### src/rtl/mem2p_arb_pkg.sv
// Shared types and constants for the two-port memory arbiter.
package mem2p_arb_pkg;

  localparam int unsigned RSP_FIFO_DEPTH = 2;
  localparam int unsigned RR_PTR_W       = 3;
  localparam int unsigned RSP_ID_W       = 3;
  // Widest supported memory data width; narrower instances leave the top bits at zero.
  localparam int unsigned RSP_DATA_W     = 64;

  typedef logic [RR_PTR_W-1:0] rr_ptr_t;

  typedef struct packed {
    logic [RSP_ID_W-1:0]   id;
    logic [RSP_DATA_W-1:0] data;
  } rsp_entry_t;

endpackage

### src/rtl/rr_arbiter.sv
// Round-robin arbiter: picks the first request at or after the pointer, then masks by en.
// A masked pick blocks the cycle so that requester keeps its priority slot.
module rr_arbiter
  import mem2p_arb_pkg::*;
#(
  parameter int unsigned G_NREQ = 2
) (
  input  logic              clk,
  input  logic              resetn,
  input  logic [G_NREQ-1:0] req,
  input  logic [G_NREQ-1:0] en,
  output logic [G_NREQ-1:0] gnt
);

  localparam int unsigned IDX_W = (G_NREQ > 1) ? $clog2(G_NREQ) : 1;

  rr_ptr_t           ptr_q, ptr_d;
  logic [G_NREQ-1:0] pick;
  logic              found;
  int unsigned       idx;

  always_comb begin
    pick  = '0;
    found = 1'b0;
    idx   = 0;
    for (int unsigned i = 0; i < G_NREQ; i++) begin
      idx = 32'(ptr_q) + i;
      if (idx >= G_NREQ) idx = idx - G_NREQ;
      if (!found && req[IDX_W'(idx)]) begin
        pick[IDX_W'(idx)] = 1'b1;
        found             = 1'b1;
      end
    end
    gnt   = pick & en;
    ptr_d = ptr_q;
    for (int unsigned k = 0; k < G_NREQ; k++) begin
      if (gnt[k]) ptr_d = rr_ptr_t'((k + 1 == G_NREQ) ? 0 : k + 1);
    end
  end

  always_ff @(posedge clk or negedge resetn) begin
    if (!resetn) ptr_q <= '0;
    else         ptr_q <= ptr_d;
  end

endmodule

### src/rtl/mem2p_arbiter.sv
// Shares one blockmem_2p between G_NREQ requesters with tagged, credit-limited read responses.
// Define MEM2P_ARB_HAZARD_EN to stall a read that collides with a same-cycle write.
module mem2p_arbiter
  import mem2p_arb_pkg::*;
#(
  parameter int unsigned G_NREQ      = 2,
  parameter int unsigned G_DATAWIDTH = 32,
  parameter int unsigned G_ADDRWIDTH = 10,
  parameter int unsigned G_WEWIDTH   = 4,
  parameter int unsigned G_IDWIDTH   = (G_NREQ > 1) ? $clog2(G_NREQ) : 1
) (
  input  logic                          clk,
  input  logic                          resetn,
  input  logic [G_NREQ-1:0]             wr_req,
  input  logic [G_NREQ*G_ADDRWIDTH-1:0] wr_addr,
  input  logic [G_NREQ*G_DATAWIDTH-1:0] wr_data,
  input  logic [G_NREQ*G_WEWIDTH-1:0]   wr_be,
  output logic [G_NREQ-1:0]             wr_gnt,
  input  logic [G_NREQ-1:0]             rd_req,
  input  logic [G_NREQ*G_ADDRWIDTH-1:0] rd_addr,
  output logic [G_NREQ-1:0]             rd_gnt,
  output logic                          rsp_valid,
  input  logic                          rsp_ready,
  output logic [G_IDWIDTH-1:0]          rsp_id,
  output logic [G_DATAWIDTH-1:0]        rsp_data,
  output logic                          ena,
  output logic [G_WEWIDTH-1:0]          wea,
  output logic [G_ADDRWIDTH-1:0]        addra,
  output logic [G_DATAWIDTH-1:0]        dina,
  output logic                          enb,
  output logic [G_ADDRWIDTH-1:0]        addrb,
  input  logic [G_DATAWIDTH-1:0]        doutb
);

  logic [G_NREQ-1:0]    wr_en, rd_en, rd_hit;
  logic [G_IDWIDTH-1:0] rd_id;
  logic                 rsp_pop, rd_credit;
  logic [2:0]           credit_use;

  logic                 infl_vld_q, infl_vld_d;
  logic [G_IDWIDTH-1:0] infl_id_q, infl_id_d;
  logic [1:0]           occ_q, occ_d;
  logic                 wr_ptr_q, wr_ptr_d, rd_ptr_q, rd_ptr_d;
  rsp_entry_t           fifo_q [RSP_FIFO_DEPTH];

  assign wr_en = {G_NREQ{resetn}};
  assign rd_en = {G_NREQ{resetn & rd_credit}} & ~rd_hit;

  rr_arbiter #(.G_NREQ(G_NREQ)) u_wr_arb (
    .clk(clk), .resetn(resetn), .req(wr_req), .en(wr_en), .gnt(wr_gnt)
  );

  rr_arbiter #(.G_NREQ(G_NREQ)) u_rd_arb (
    .clk(clk), .resetn(resetn), .req(rd_req), .en(rd_en), .gnt(rd_gnt)
  );

  // Memory port muxes driven by the one-hot grants.
  always_comb begin
    ena   = |wr_gnt;
    wea   = '0;
    addra = '0;
    dina  = '0;
    enb   = |rd_gnt;
    addrb = '0;
    rd_id = '0;
    for (int unsigned k = 0; k < G_NREQ; k++) begin
      if (wr_gnt[k]) begin
        wea   = wr_be[k*G_WEWIDTH +: G_WEWIDTH];
        addra = wr_addr[k*G_ADDRWIDTH +: G_ADDRWIDTH];
        dina  = wr_data[k*G_DATAWIDTH +: G_DATAWIDTH];
      end
      if (rd_gnt[k]) begin
        addrb = rd_addr[k*G_ADDRWIDTH +: G_ADDRWIDTH];
        rd_id = G_IDWIDTH'(k);
      end
    end
  end

`ifdef MEM2P_ARB_HAZARD_EN
  always_comb begin
    rd_hit = '0;
    for (int unsigned k = 0; k < G_NREQ; k++) begin
      rd_hit[k] = ena && (rd_addr[k*G_ADDRWIDTH +: G_ADDRWIDTH] == addra);
    end
  end
`else
  assign rd_hit = '0;
`endif

  // Entries already buffered plus the one in flight, net of this cycle's pop, must leave room.
  assign rsp_pop    = rsp_valid & rsp_ready;
  assign credit_use = 3'(occ_q) + 3'(infl_vld_q) - 3'(rsp_pop);
  assign rd_credit  = credit_use < 3'd2;

  always_comb begin
    infl_vld_d = enb;
    infl_id_d  = enb ? rd_id : infl_id_q;
    wr_ptr_d   = infl_vld_q ? ~wr_ptr_q : wr_ptr_q;
    rd_ptr_d   = rsp_pop ? ~rd_ptr_q : rd_ptr_q;
    occ_d      = occ_q + 2'(infl_vld_q) - 2'(rsp_pop);
  end

  always_ff @(posedge clk or negedge resetn) begin
    if (!resetn) begin
      infl_vld_q <= 1'b0;
      infl_id_q  <= '0;
      occ_q      <= '0;
      wr_ptr_q   <= 1'b0;
      rd_ptr_q   <= 1'b0;
      for (int i = 0; i < int'(RSP_FIFO_DEPTH); i++) fifo_q[i] <= '0;
    end else begin
      infl_vld_q <= infl_vld_d;
      infl_id_q  <= infl_id_d;
      occ_q      <= occ_d;
      wr_ptr_q   <= wr_ptr_d;
      rd_ptr_q   <= rd_ptr_d;
      if (infl_vld_q) begin
        fifo_q[wr_ptr_q] <= '{id: RSP_ID_W'(infl_id_q), data: RSP_DATA_W'(doutb)};
      end
    end
  end

  assign rsp_valid = (occ_q != 2'd0);
  assign rsp_id    = rsp_valid ? fifo_q[rd_ptr_q].id[G_IDWIDTH-1:0] : '0;
  assign rsp_data  = rsp_valid ? fifo_q[rd_ptr_q].data[G_DATAWIDTH-1:0] : '0;

endmodule
### config.mk
export PLATFORM = sky130hd
export DESIGN_NAME = mem2p_arbiter
export DESIGN_NICKNAME = d
export VERILOG_FILES = /design/src/rtl/mem2p_arb_pkg.sv /design/src/rtl/rr_arbiter.sv /design/src/rtl/mem2p_arbiter.sv
export SDC_FILE = /design/constraint.sdc
export NUM_CORES = 1
export LEC_CHECK = 0
export BUFFER_PORTS_ARGS = -buffer_cell sky130_fd_sc_hd__buf_4
export CAP_MARGIN = 40
export CELL_PAD_IN_SITES_DETAIL_PLACEMENT = 1
export CELL_PAD_IN_SITES_GLOBAL_PLACEMENT = 2
export CORE_AREA = 8 8 133 135
export DETAILED_ROUTE_END_ITERATION = 10
export DIE_AREA = 0 0 141 143
export PLACE_DENSITY = 0.91
export SYNTH_ARGS = -nofsm -noshare
export SYNTH_HDL_FRONTEND = slang
export SYNTH_SLANG_ARGS = --single-unit
### constraint.sdc
create_clock -name clk -period 8.1 [get_ports clk]
set_clock_uncertainty 0.1 [all_clocks]
set_input_delay 0.405 -clock clk [delete_from_list [all_inputs] [get_ports clk]]
set_output_delay 0.405 -clock clk [all_outputs]
set_load 0.005 [all_outputs]
==> results of run 1 <==
==> cell usage in the layout (no fill, tap or decap), types with 3 or more instances in the layout <==
master	n
buf_4	248
dfrtp_1	73
a22o_1	46
mux2_2	36
nor2_1	34
mux2i_1	33
mux2_4	30
o211ai_1	20
a21oi_1	11
inv_1	9
clkbuf_16	9
nand2_1	4
buf_16	3
==> worst max-delay path: cells and delay by family (launching register included) <==
| kind | cells | cell delay, ns |
|---|---|---|
| AOI/OAI and AO/OA | 1 | 0.34 |
| xor gates and xnor gates | 1 | 0.20 |
| adders and majority gates | 3 | 0.79 |
| buffers and inverters | 5 | 0.55 |
| DFF | 1 | 0.44 |
| and+or+nand+nor | 3 | 0.87 |
==> cell type report <==
| type | instances | area share (%) |
|---|---|---|
| Multi-Input combinational cell | 234 | 32.3 |
| Timing Repair Buffer | 254 | 30.3 |
| Sequential cell | 74 | 28.1 |
| Tap cell | 216 | 4.10 |
| Clock buffer | 11 | 3.68 |
| Clock inverter | 5 | 0.949 |
| Inverter | 9 | 0.512 |
| Antenna cell | 2 | 0.0759 |
==> state kept, by name (all words and copies together), names as in the netlist <==
| register | cells |
|---|---|
| fifo_q | 66 |
| u_rd_arb.ptr_q | 1 |
| infl_id_q | 1 |
| infl_vld_q | 1 |
| wr_ptr_q | 1 |
| rd_ptr_q | 1 |
| u_wr_arb.ptr_q | 1 |
| occ_q | 2 |
==> logic make-up (layout without fill, tap and decap cells) <==
family	Yosys count	after routing	synth area share, %
simple gates	45	45	4.41
mux	99	99	27.9
other cells	0	2	0
xor+xnor	3	3	0.618
buf+inv	41	279	6.92
fa+ha+maj	3	3	1.06
flops	74	74	43.6
compound gates	84	84	15.5
==> worst max path at each step <==
stage / end / slack, ns
2_1_floorplan: rd_gnt[1] / 5.15
3_3_place_gp: enb / 4.18
3_5_place_dp: enb / 4.37
4_1_cts: enb / 3.99
5_1_grt: enb / 3.67
6_report: enb / 4.07
==> metal layers <==
layer / global-route usage [%] / part of all wire (%) / vias up
li1: - / - / 1745
met1: 17.3 / 39 / 1845
met2: 29.3 / 52 / 174
met3: 5.44 / 7.8 / 14
met4: 3.34 / 1.0 / 0
met5: 0 / 0 / -
==> stage by stage <==
step	total power (W)	setup WS (ns)
final	0.00220	4.07
after CTS	0.00225	3.99
after floorplan	0.00133	5.15
after global placement	0.00173	4.18
after global routing	0.00236	3.67
after detailed placement	0.00182	4.37
==> power by group <==
| part | switching (W) | internal, W |
|---|---|---|
| registers | 0.000131 | 0.000561 |
| logic | 0.000449 | 0.000649 |
| clock network | 0.000160 | 0.000249 |
| total | 0.000740 | 0.00146 |
==> impl_metrics.ini, run 1 <==
[power_and_ir_drop]
ir_worst_vdd_uv = 143
powerDensity_mw_per_mm2 = 333
leakage_nw = 3.25

[cells_and_area]
stdcell_count = 805
fin_area_mm2 = 0.00659
area.sequential_mm2 = 0.00185
drive_above_1_share_pct = 57.9
nFillCells = 1739
multi_input_area_mm2 = 0.00213
synthToLayoutAreaGrowth_pct = 55.1
nNetsFinal = 736
finalCoreUtilization_pct = 42.3

[setup_path]
r2r-end = infl_vld_q$_DFF_PN0_
crit_slowest_cell = dfrtp_1
required_ns = 7.60
worst_r2r_startpoint = occ_q[1]$_DFF_PN0_
crit_chain = nor2_4, buf_16, inv_1, and2_1, ha_1, inv_1, ha_1, inv_1, fa_1, xnor2_1, nand3_1, a21oi_1, buf_4
crit_top_cell = inv_1
crit_type = reg2out
max_stage_delay_ns = 0.44
crit_fanout = 28
worst_ep_arrival_time_ns = 3.52
cp-startpoint = occ_q[1]$_DFF_PN0_
worst-r2r-setup-slack_ns = 4.86
cp-end-kind = primary output
reg2reg_depth = 12
startpoint_type = register

[sta]
final.min_clock_period_ns = 4.03
hold_violations = 0
worst_pin_slew_ns = 0.633
holdWs_ns = 0.214
rsz0062_at_grt = no
period_share_pct = 49.7
timing.setup.tns_ns = 0
fmax_mhz = 248
slew_violations = 0
setup_viol = 0
slew-limit-headroom_pct = 57.7

[floorplan]
die_area_mm2 = 0.0202
io_pins = 247
core-area_mm2 = 0.0156
initial_core_util_pct = 27.3
die_w_um = 141
die_h_um = 143
std_cell_rows = 46

[clock_tree]
tritoncts = built
clkSinkCount = 74
post-cts-setup-buffer-count = 0
postCtsHoldBufs = 1
cts_buffer_depth = 2
cts.htree.levels = 3
cts.reportedPaths.clkPinSlew_ns = 0.06
clk_latency_ns = 0.33
cts_inserted_buffers = 9
cts_resized = 0
clock-root-buffer = clkbuf_16

[logic_synthesis]
synth_top_flop_cell = dfrtp_1
ys_seq_area_share_pct = 43.6
ys_warn_count = 0
synthCells = 349
yosysTopAreaCell = dfrtp_1
yosys.area.top_type_share_pct = 43.6
synth_seq_cells = 74
synth.most_common_cell = dfrtp_1
synth_area_leaders = dfrtp_1, mux2_4, mux2_2
async_flop_share_pct = 100
postSynthAreaPerCell_um2 = 12.2
synth_nets = 503
syn-cell-area_mm2 = 0.00425
synth_cell_types = 31
synth_edf_count = 0
ys_top_cells_by_count = dfrtp_1, a22o_1, mux2_2

[global_route]
antenna_found_initial = 1
grt_usage_pct = 15.9
grt_max_degree = 44
grt_pass1_vias = 4261
grt-ovfl-total = 0
grt_pass1_wl_um = 25100

[worst_hold_path]
hold_path_class = in2reg
whs_endpoint = fifo_q[98]$_DFFE_PN0P_
hold_depth = 2
holdCritStartpoint = doutb[31]

[route]
wl_um = 16500
drc = 0
ant_nets = 0
first_pass_iters = 4
routed_via_density = 4.69
wl_per_cell_um = 20.5
drt_iter0_drc = 132
vias = 3778

[job]
maxCapViolCount = 0

[place]
io_buffers = 246
placed_cells = 786
placedInstanceArea_mm2 = 0.00627
gp_congestion = 0.897
dp_hpwl_um = 13200

[status]
status = complete, no violations
Power figures use the tool's default switching activity.
==> run 2, diff against run 1 <==
Settings changed: ABC_AREA set to 1, CORE_AREA 8 8 133 135 to 8 8 149 151, DIE_AREA 0 0 141 143 to 0 0 157 159, PLACE_DENSITY 0.91 to 0.84.
Clock period 8.1 ns to 3.9 ns, I/O delays scaled along.
==> impl_metrics.ini, run 2 <==
[clock_tree]
post-cts-setup-buffer-count = 0
clk_latency_ns = 0.32
cts.htree.levels = 3
cts.reportedPaths.clkPinSlew_ns = 0.06
tritoncts = built
cts_buffer_depth = 2
postCtsHoldBufs = 1
cts_resized = 0
clock-root-buffer = clkbuf_16
clkSinkCount = 74
cts_inserted_buffers = 9

[floorplan]
io_pins = 247
initial_core_util_pct = 20.7
die_area_mm2 = 0.0250
die_w_um = 157
die_h_um = 159
std_cell_rows = 52
core-area_mm2 = 0.0198

[setup_path]
worst-r2r-setup-slack_ns = 1.13
cp-end-kind = primary output
crit_slowest_cell = fa_1
crit_fanout = 12
required_ns = 3.61
cp_num_buf_inv = 5
crit_type = reg2out
crit_top_cell = inv_1
worst_r2r_startpoint = occ_q[1]$_DFF_PN0_
max_stage_delay_ns = 0.49
cp-startpoint = occ_q[1]$_DFF_PN0_
worst_ep_arrival_time_ns = 3.04
crit_chain = nor2_4, nor2_1, ha_1, inv_1, ha_1, inv_1, fa_1, nand2_1, inv_1, nand3_1, nor2_2, inv_1, nand2_1, buf_4
startpoint_type = register
cp_top_family = simple AND/OR/NAND/NOR gates

[status]
status = complete, no violations

[logic_synthesis]
postSynthAreaPerCell_um2 = 6.92
async_flop_share_pct = 100
synth.most_common_cell = nand2_1
synth_top_flop_cell = dfrtp_1
synth_cell_types = 23
synthCells = 594
synth_area_leaders = dfrtp_1, nand2_1, o21ai_0
synth_nets = 748
ys_seq_area_share_pct = 45.0
ys_top_cells_by_count = nand2_1, dfrtp_1, inv_1
synth_seq_cells = 74
synth_edf_count = 0
yosysTopAreaCell = dfrtp_1
ys_warn_count = 0
yosys.area.top_type_share_pct = 45.0
syn-cell-area_mm2 = 0.00411

[route]
drc = 0
ant_nets = 0
drt_iter0_drc = 181
first_pass_iters = 4
wl_um = 17300
wl_per_cell_um = 15.7
vias = 4564
routed_via_density = 4.15

[global_route]
grt_max_degree = 68
grt_pass1_wl_um = 26700
antenna_found_initial = 1
grt_pass1_vias = 4796
grt-ovfl-total = 0
grt_usage_pct = 13.5

[sta]
timing.setup.tns_ns = 0
final.min_clock_period_ns = 3.33
period_share_pct = 85.5
slew_violations = 0
setup_viol = 0
hold_violations = 0
rsz0062_at_grt = no
fmax_mhz = 300
worst_pin_slew_ns = 0.842
holdWs_ns = 0.0278
slew-limit-headroom_pct = 43.9

[job]
maxCapViolCount = 0

[place]
dp_hpwl_um = 13500
gp_congestion = 0.817
io_buffers = 246

[power_and_ir_drop]
clock_power_share_pct = 21.5
p_seq_share_pct = 31.1
leakage_nw = 3.65
swShare_pct = 37.6
powerDensity_mw_per_mm2 = 672
p_switching_w = 0.00165
comb_power_share_pct = 47.4
intPower_w = 0.00274
ir_worst_vdd_uv = 289

[cells_and_area]
reg_top3 = fifo_q (66), occ_q (2)
drive_above_1_share_pct = 34.1
layout_commonest_cell = nand2_1
regMostFlops = fifo_q
synthToLayoutAreaGrowth_pct = 58.9
final_cell_mix = nand2_1, buf_4, dfrtp_1
largest_register_ff_count = 66
nNetsFinal = 978

[worst_hold_path]
holdCritStartpoint = doutb[31]
hold_path_class = in2reg
==> run 2: changes by cell type in the layout (fill, tap and decap cells not counted), sizes merged, moves of 3 or more <==
cell,delta
inv,+41
o21ai,+65
mux2i,-33
a22o,-46
a21oi,+22
buf,+3
nand2,+298
nand3,+12
nor2,-29
mux2,-66
o211ai,-20
==> run 2: cell type report <==
| class | count | area [um2] |
|---|---|---|
| inverter | 50 | 188 |
| clock inverter | 6 | 115 |
| clock buffer | 9 | 225 |
| timing repair buffer | 257 | 1960 |
| multi-input combinational | 432 | 1850 |
| sequential | 74 | 1850 |
| antenna | 1 | 2.50 |
| tap | 270 | 338 |
| fill | 2496 | 13300 |
==> run 2: kinds of logic after synthesis <==
kind of cell | after synthesis | synth area share (%)
simple gates | 325 | 30.6
compound gates | 103 | 13.0
buf+inv | 88 | 10.1
flops | 74 | 45.0
fa+ha+maj | 3 | 1.10
xor+xnor | 1 | 0.213
==> run 2: worst min-delay path, stage by stage <==
cell and delay, ns:
buf_4 0.08, inv_1 0.03, o21ai_1 0.11
==> run 2: metal layers <==
layer	track usage (%)	share of wire (%)	routed length (um)
met1	15.7	41	7080
met2	22.7	47	8070
met3	5.40	11	1870
met4	2.93	1.3	223
met5	0	0	0
==> run 2: final timing paths <==
path | endpoint | cells past startpoint
max in group asynchronous | fifo_q[16]$_DFFE_PN0P_ | 3
setup / recovery | enb | 14
min in group asynchronous | fifo_q[23]$_DFFE_PN0P_ | 2
hold / removal | fifo_q[98]$_DFFE_PN0P_ | 3
setup reg to reg | infl_vld_q$_DFF_PN0_ | 13
hold reg to reg | fifo_q[8]$_DFFE_PN0P_ | 2
==> run 2: metrics by stage <==
stage / instances / utilization (%) / instance area (um2) / setup slack, ns / power [W]
3_5_place_dp: 1082 / 31.2 / 6180 / 0.888 / 0.00352
2_1_floorplan: 594 / - / 4110 / 1.30 / 0.00248
5_1_grt: 1099 / 32.9 / 6540 / 0.188 / 0.00483
3_3_place_gp: 1080 / 30.9 / 6130 / 0.950 / 0.00346
4_1_cts: 1098 / 32.9 / 6530 / 0.516 / 0.00451
6_report: 1099 / 32.9 / 6540 / 0.567 / 0.00439
==> run 2: power by group through the flow <==
stage	Sequential (W)	Combinational (W)	Clock, W
floorplan	0.00132	0.00116	0
global route	0.00141	0.00240	0.00102
finish	0.00136	0.00208	0.000945
detailed placement	0.00138	0.00215	0
CTS	0.00137	0.00216	0.000984
global placement	0.00136	0.00210	0
